`config.mk`:
```
export PLATFORM = sky130hd
export DESIGN_NAME = loop_filter
export DESIGN_NICKNAME = d
export VERILOG_FILES = /design/src/rtl/msk_rx_pkg.sv /design/src/rtl/lock_detect.sv /design/src/rtl/loop_filter.sv
export SDC_FILE = /design/constraint.sdc
export NUM_CORES = 1
export LEC_CHECK = 0
export BUFFER_PORTS_ARGS = -buffer_cell sky130_fd_sc_hd__buf_2
export CELL_PAD_IN_SITES_DETAIL_PLACEMENT = 0
export CELL_PAD_IN_SITES_GLOBAL_PLACEMENT = 1
export CORE_MARGIN = 5
export CORE_UTILIZATION = 40
export DETAILED_ROUTE_END_ITERATION = 10
export GPL_TIMING_DRIVEN = 0
export PLACE_DENSITY = 0.8
export SLEW_MARGIN = 25
export SYNTH_ARGS = -nofsm -noshare
export SYNTH_HDL_FRONTEND = slang
export SYNTH_SLANG_ARGS = --single-unit
```
`constraint.sdc`:
```
create_clock -name clk -period 9.8 [get_ports clk]
set_clock_uncertainty 0.2 [all_clocks]
set_input_delay 0.49 -clock clk [delete_from_list [all_inputs] [get_ports clk]]
set_output_delay 0.49 -clock clk [all_outputs]
set_load 0.1 [all_outputs]
```
`src/rtl/msk_rx_pkg.sv`:
```
// Shared MSK receiver defaults and saturating-add helper.
// Latency: n/a (package). Backpressure: n/a.
// Lock-detector defaults are consumed only when LOOP_FILTER_LOCK_DET_EN is defined.
package msk_rx_pkg;

  localparam int EW_DEF          = 24;
  localparam int FW_DEF          = 32;
  localparam int LOCK_THRESH_DEF = 'h000800;
  localparam int LOCK_COUNT_DEF  = 64;

  // Widest signed word sat_add handles; callers sign-extend into it and truncate back.
  localparam int SAT_MAXW = 64;

  // Signed a+b clamped to the w-bit two's-complement range; the sum is formed one bit wider so it never wraps.
  function automatic logic signed [SAT_MAXW-1:0] sat_add(
    input logic signed [SAT_MAXW-1:0] a,
    input logic signed [SAT_MAXW-1:0] b,
    input int unsigned                w
  );
    logic signed [SAT_MAXW:0] sum;
    logic signed [SAT_MAXW:0] one;
    logic signed [SAT_MAXW:0] hi;
    logic signed [SAT_MAXW:0] lo;
    one = {{SAT_MAXW{1'b0}}, 1'b1};
    sum = {a[SAT_MAXW-1], a} + {b[SAT_MAXW-1], b};
    hi  = (one <<< (w - 1)) - one;
    lo  = -(one <<< (w - 1));
    if (sum > hi)
      sat_add = hi[SAT_MAXW-1:0];
    else if (sum < lo)
      sat_add = lo[SAT_MAXW-1:0];
    else
      sat_add = sum[SAT_MAXW-1:0];
  endfunction

endpackage

```
`src/rtl/lock_detect.sv`:
```
// Carrier lock detector: |phase_err| window compare with saturating consecutive-hit counter.
// Latency: 3 clk from err_valid to locked update, aligned with the filter output strobe.
// Backpressure: none; one decision per err_valid.
import msk_rx_pkg::*;

module lock_detect #(
  parameter int          EW          = EW_DEF,
  parameter int unsigned LOCK_THRESH = LOCK_THRESH_DEF,
  parameter int unsigned LOCK_COUNT  = LOCK_COUNT_DEF
) (
  input  logic                 clk,
  input  logic                 rst,
  input  logic                 err_valid,
  input  logic signed [EW-1:0] phase_err,
  output logic                 locked
);

  localparam int          CW     = $clog2(LOCK_COUNT + 1);
  localparam logic [EW:0] THR    = (EW + 1)'(LOCK_THRESH);
  localparam logic [CW-1:0] CMAX = CW'(LOCK_COUNT);
  localparam logic [CW-1:0] CPRE = CW'(LOCK_COUNT - 1);

  logic [EW-1:0] mag;
  logic          win_s1;
  logic          s1_vld;
  logic          hit_s2;
  logic          s2_vld;
  logic [CW-1:0] cnt;

  // Most-negative input has no positive twin, so it saturates to the largest magnitude.
  always_comb begin
    mag = phase_err;
    if (phase_err == {1'b1, {(EW-1){1'b0}}})
      mag = {1'b0, {(EW-1){1'b1}}};
    else if (phase_err[EW-1])
      mag = -phase_err;
  end

  always_ff @(posedge clk or posedge rst) begin
    if (rst) begin
      win_s1 <= 1'b0;
      s1_vld <= 1'b0;
      hit_s2 <= 1'b0;
      s2_vld <= 1'b0;
      cnt    <= '0;
      locked <= 1'b0;
    end else begin
      s1_vld <= err_valid;
      if (err_valid)
        win_s1 <= ({1'b0, mag} < THR);
      s2_vld <= s1_vld;
      if (s1_vld) begin
        if (win_s1) begin
          if (cnt != CMAX)
            cnt <= cnt + 1'b1;
          hit_s2 <= (cnt >= CPRE);
        end else begin
          cnt    <= '0;
          hit_s2 <= 1'b0;
        end
      end
      if (s2_vld)
        locked <= hit_s2;
    end
  end

endmodule

```
`src/rtl/loop_filter.sv`:
```
// PI carrier-loop filter: phase error -> saturated NCO frequency word; lock detector under LOOP_FILTER_LOCK_DET_EN.
// Latency: 3 clk err_valid -> freq_valid, 1 sample/clk.
// Backpressure: none; every err_valid yields exactly one freq_valid.
import msk_rx_pkg::*;

module loop_filter #(
  parameter int          EW          = EW_DEF,
  parameter int          FW          = FW_DEF,
  parameter int          KP_SHIFT    = 4,
  parameter int          KI_SHIFT    = 10,
  parameter int unsigned LOCK_THRESH = LOCK_THRESH_DEF,
  parameter int unsigned LOCK_COUNT  = LOCK_COUNT_DEF
) (
  input  logic                 clk,
  input  logic                 rst,
  input  logic                 err_valid,
  input  logic signed [EW-1:0] phase_err,
  input  logic                 hold,
  input  logic                 clear,
  output logic                 freq_valid,
  output logic signed [FW-1:0] freq_word,
  output logic                 locked
);

  logic signed [FW-1:0] err_ext;
  logic signed [FW-1:0] p_s1;
  logic signed [FW-1:0] i_s1;
  logic signed [FW-1:0] p_s2;
  logic signed [FW-1:0] integ;
  logic                 s1_vld;
  logic                 s2_vld;

  assign err_ext = FW'(phase_err);

  // clear wins over hold and acts even without a sample in flight; the output only moves on a strobe.
  always_ff @(posedge clk or posedge rst) begin
    if (rst) begin
      p_s1       <= '0;
      i_s1       <= '0;
      s1_vld     <= 1'b0;
      p_s2       <= '0;
      s2_vld     <= 1'b0;
      integ      <= '0;
      freq_valid <= 1'b0;
      freq_word  <= '0;
    end else begin
      s1_vld <= err_valid;
      if (err_valid) begin
        p_s1 <= err_ext >>> KP_SHIFT;
        i_s1 <= err_ext >>> KI_SHIFT;
      end
      s2_vld <= s1_vld;
      if (s1_vld)
        p_s2 <= p_s1;
      if (clear)
        integ <= '0;
      else if (s1_vld && !hold)
        integ <= FW'(sat_add(SAT_MAXW'(integ), SAT_MAXW'(i_s1), FW));
      freq_valid <= s2_vld;
      if (s2_vld)
        freq_word <= FW'(sat_add(SAT_MAXW'(integ), SAT_MAXW'(p_s2), FW));
    end
  end

`ifdef LOOP_FILTER_LOCK_DET_EN
  lock_detect #(
    .EW          (EW),
    .LOCK_THRESH (LOCK_THRESH),
    .LOCK_COUNT  (LOCK_COUNT)
  ) u_lock_detect (
    .clk       (clk),
    .rst       (rst),
    .err_valid (err_valid),
    .phase_err (phase_err),
    .locked    (locked)
  );
`else
  assign locked = 1'b0;
`endif

endmodule

```
==> results.md <==
- Clock latency of the later-clocked register in the worst-skew pair: roughly 0.35 ns
- Number of placement rows: 50
- Wire length of the first global-routing pass: between 30 and 40 mm
- Worst slew pin tran: slightly above 0.9 ns
- Half-perimeter wire length of the detailed placement result: ~15 mm
- Class of the most critical setup path: flip-flop to flip-flop
- Flip-flop cell with the highest count after synthesis: sky130_fd_sc_hd__dfrtp_1
- Number of global-route vias before repair: ~6,000
- Power density over the cells: ~300 mW/mm²
- Number of H-tree levels: 3
- Final clock period utilization by the worst path: 0.4300
- Reg2Reg Setup Slack: ~5.6 ns
- Kind of path behind the tightest hold check: input pin to flip-flop
- Final TNS setup: 0 ns
- Cell depth of the worst hold path: 1
- Static Leakage: approximately 4.0 nW
- Number of cells in the finished layout apart from fillers: between 1,000 and 1,500
- Global route overflow: 0
- Synth Instances: around 800
- Async SR Flop Fraction: 1.000
- Post_cts resized: 0
- Result of the run: finished, final reports clean
- Die X: ~150 µm
- Number of nets produced by synthesis: just over 900
- Average size of a mapped cell: approximately 9.3 µm²
- Part of the Yosys area used for sequential elements: 0.3493
- Antenna Diode Count: 0
- Antenna violations before repair: 0
- Proportion of layout cells with a drive suffix above 1: 0.1609
- Data arrival, critical path: around 4.2 ns
- Number of buffers added by the clock tree synthesis step: 9
- Number of vias per cell after detailed routing: approximately 5.5
- Unrepaired setup endpoints after global routing: false
- Total number of vias: 6,172
- Worst-path clk slew: 0.07 ns
- Post-Layout Inst Area: between 0.008 and 0.009 mm²
- Synth warn: 0
- Number of cells in the design after placement: approximately 1,100
- First-pass iteration count of the detailed router: 5
- Number of inserted filler cells in the final layout: 1,850
- Count of nets after finishing: just under 1,000
- Setup crit end kind: flip-flop
- Number of violations of the max-capacitance limit: 0
- Area grow syn2layout: 11.69%
- Clock Root Buffer: sky130_fd_sc_hd__clkbuf_16
- DR iter-0 viols: 384
- Maximum number of pins on one net before global-route repair: 73
- Number of flops mapped to enable cells by yosys: 0
- Clock tree buffer depth: 2
- DRC violation count after routing: 0
- Maximum fanout count along the critical path: 5
- Final hold violations: 0
- Commonest non-fill, non-tap cell in the layout: sky130_fd_sc_hd__dfrtp_1
- Required time worst endpoint: 9.78 ns
- # clock sinks: approximately 110
- Ports: 63
- Max Freq: approximately 0.24 GHz
- Highest-count cells in the layout ignoring fill and taps: 107 x sky130_fd_sc_hd__dfrtp_1, 78 x sky130_fd_sc_hd__a21oi_1, 64 x sky130_fd_sc_hd__ha_1, 63 x sky130_fd_sc_hd__buf_2
- Worst vdd ir: 0.09917 mV
- GRT Resource Usage Total: 0.1694
- Clock tree from TritonCTS: built
- Slew headroom: 0.3652
- Min Tclk post-route: 4.214 ns
- Number of port buffers: 57
- Count of pins over their slew limit: 0
- Setup violations, final: 0
- Dpl cell area: 0.008277 mm²
- Core Area: around 0.019 mm²
- Setup Fix Bufs, Post-CTS: 0
- Count of unique library cells instantiated by Yosys: just under 70
- Total length of routed wires: 18.22 mm
- Antenna Nets Post-Route: 0
- Launching element type of the critical path: flip-flop
- FF+latch count, synth: roughly 110
- Average routed wire per standard cell: between 15 and 20 µm
- Starting utilization of the core area: 0.4085
- Post-Synthesis Cell Area: ~0.0077 mm²
- Area of the die: about 0.022 mm²
- Final RePlAce weighted congestion: ~0.82
- FF-to-FF path depth: 12
- Vertical extent of the die: between 100 and 150 µm
## kinds of logic (layout without fill, tap and decap cells)
kind of cell / count (synthesis) / count (layout) / share of synthesized area
buffers and inverters: 105 / 179 / 0.05794
adders and majority gates: 67 / 67 / 0.1110
AOI/OAI and AO/OA: 302 / 302 / 0.2662
DFF: 107 / 107 / 0.3493
other: 1 / 1 / 0.0004892
and+or+nand+nor: 145 / 145 / 0.09336
xor gates and xnor gates: 52 / 52 / 0.06039
muxes: 42 / 42 / 0.06137
## registers in the layout, indices dropped and copies added (netlist names)
signal,cells
p_s2,20
p_s1,20
freq_valid,1
s2_vld,1
integ,32
s1_vld,1
freq_word,32
## cells in the mapped netlist, types with 5 or more instances
library cell	n	area [µm²]
sky130_fd_sc_hd__clkbuf_1	32	120.1
sky130_fd_sc_hd__nor3_1	8	40.04
sky130_fd_sc_hd__nor2b_1	7	43.79
sky130_fd_sc_hd__mux2_2	40	450.4
sky130_fd_sc_hd__inv_1	57	214.0
sky130_fd_sc_hd__a31oi_1	5	31.28
sky130_fd_sc_hd__xor2_1	19	166.4
sky130_fd_sc_hd__o21a_1	8	60.06
sky130_fd_sc_hd__ha_1	64	800.8
sky130_fd_sc_hd__buf_2	6	30.03
sky130_fd_sc_hd__o21bai_1	7	52.55
sky130_fd_sc_hd__a21oi_1	78	390.4
sky130_fd_sc_hd__or2_2	6	37.54
sky130_fd_sc_hd__nor2_1	33	123.9
sky130_fd_sc_hd__nand4_1	13	81.33
sky130_fd_sc_hd__a221o_1	28	280.3
sky130_fd_sc_hd__o21ai_0	56	280.3
sky130_fd_sc_hd__a21o_1	35	262.8
sky130_fd_sc_hd__nand2b_1	7	43.79
sky130_fd_sc_hd__o31ai_1	6	45.04
sky130_fd_sc_hd__nand3_1	10	50.05
sky130_fd_sc_hd__buf_6	5	56.30
sky130_fd_sc_hd__and3_1	6	37.54
sky130_fd_sc_hd__o211ai_1	5	37.54
sky130_fd_sc_hd__nand2_1	42	157.7
sky130_fd_sc_hd__o22ai_1	29	181.4
sky130_fd_sc_hd__a211oi_1	8	60.06
sky130_fd_sc_hd__xnor2_1	32	280.3
sky130_fd_sc_hd__dfrtp_1	107	2678
## power by group
part           switching [mW]  leakage (nW)  internal [mW]  total (mW)
Clock                   0.168         0.129          0.174       0.342
Sequential             0.0940          1.32          0.559       0.653
Combinational            1.11          2.57          0.470        1.58
Total                    1.37          4.03           1.20        2.57
## through the flow
stage / setup slack, ns / power, mW / hold WS, ns / util
final: 5.586 / 2.572 / 0.09244 / 0.4562
after global routing: 5.306 / 2.753 / 0.08283 / 0.4562
after CTS: 5.470 / 2.579 / 0.08230 / 0.4562
after detailed placement: 5.506 / 2.234 / 0.2934 / 0.4410
after global placement: 5.082 / 2.222 / 0.2653 / 0.4393
after floorplan: 6.293 / 1.927 / 0.2104 / -
## metal layers
metal | vias up | wire length (µm) | global-route usage
li1 | 3172 | - | -
met1 | 2887 | 9457 | 0.2531
met2 | 100 | 8015 | 0.2642
met3 | 13 | 531 | 0.01523
met4 | 0 | 216 | 0.04388
met5 | - | 0 | 0
## area by class of cell
type | count | area (µm²) | share of cell area
Inverter | 57 | 219.0 | 0.02557
Buffer | 48 | 230.2 | 0.02689
Tap cell | 234 | 292.8 | 0.03420
Clock inverter | 6 | 50.05 | 0.005845
Sequential cell | 107 | 2678 | 0.3127
Timing Repair Buffer | 59 | 322.8 | 0.03770
Clock buffer | 9 | 225.2 | 0.02630
Multi-Input combinational cell | 609 | 4544 | 0.5308
## repair_timing
action	in CTS	in global routing
hold endpoints to repair	35	0
endpoints found under the setup margin	0	0
hold buffers	1	0
## critical path, cell delays in order (launching register included)
cell	delay [ns]
sky130_fd_sc_hd__dfrtp_1	0.42
sky130_fd_sc_hd__ha_1	0.22
sky130_fd_sc_hd__inv_1	0.06
sky130_fd_sc_hd__fa_1	0.39
sky130_fd_sc_hd__nand2b_1	0.18
sky130_fd_sc_hd__a21oi_1	0.17
sky130_fd_sc_hd__nor3b_1	0.10
sky130_fd_sc_hd__o31ai_1	0.49
sky130_fd_sc_hd__a311oi_2	0.27
sky130_fd_sc_hd__o31a_1	0.40
sky130_fd_sc_hd__and4b_1	0.20
sky130_fd_sc_hd__a2111oi_0	0.79
sky130_fd_sc_hd__o22ai_1	0.15
## worst paths after layout
| path | endpoint | startpoint |
|---|---|---|
| worst min-delay path | s1_vld$_DFF_PP0_ | err_valid |
| max in group asynchronous | integ[22]$_DFFE_PP0P_ | rst |
| worst max-delay path | freq_word[30]$_DFFE_PP0P_ | integ[0]$_DFFE_PP0P_ |
| min in group asynchronous | freq_word[0]$_DFFE_PP0P_ | rst |
| worst min register to register | p_s2[1]$_DFFE_PP0P_ | p_s1[1]$_DFFE_PP0P_ |
| worst max register to register | freq_word[30]$_DFFE_PP0P_ | integ[0]$_DFFE_PP0P_ |
Power figures use the tool's default switching activity.
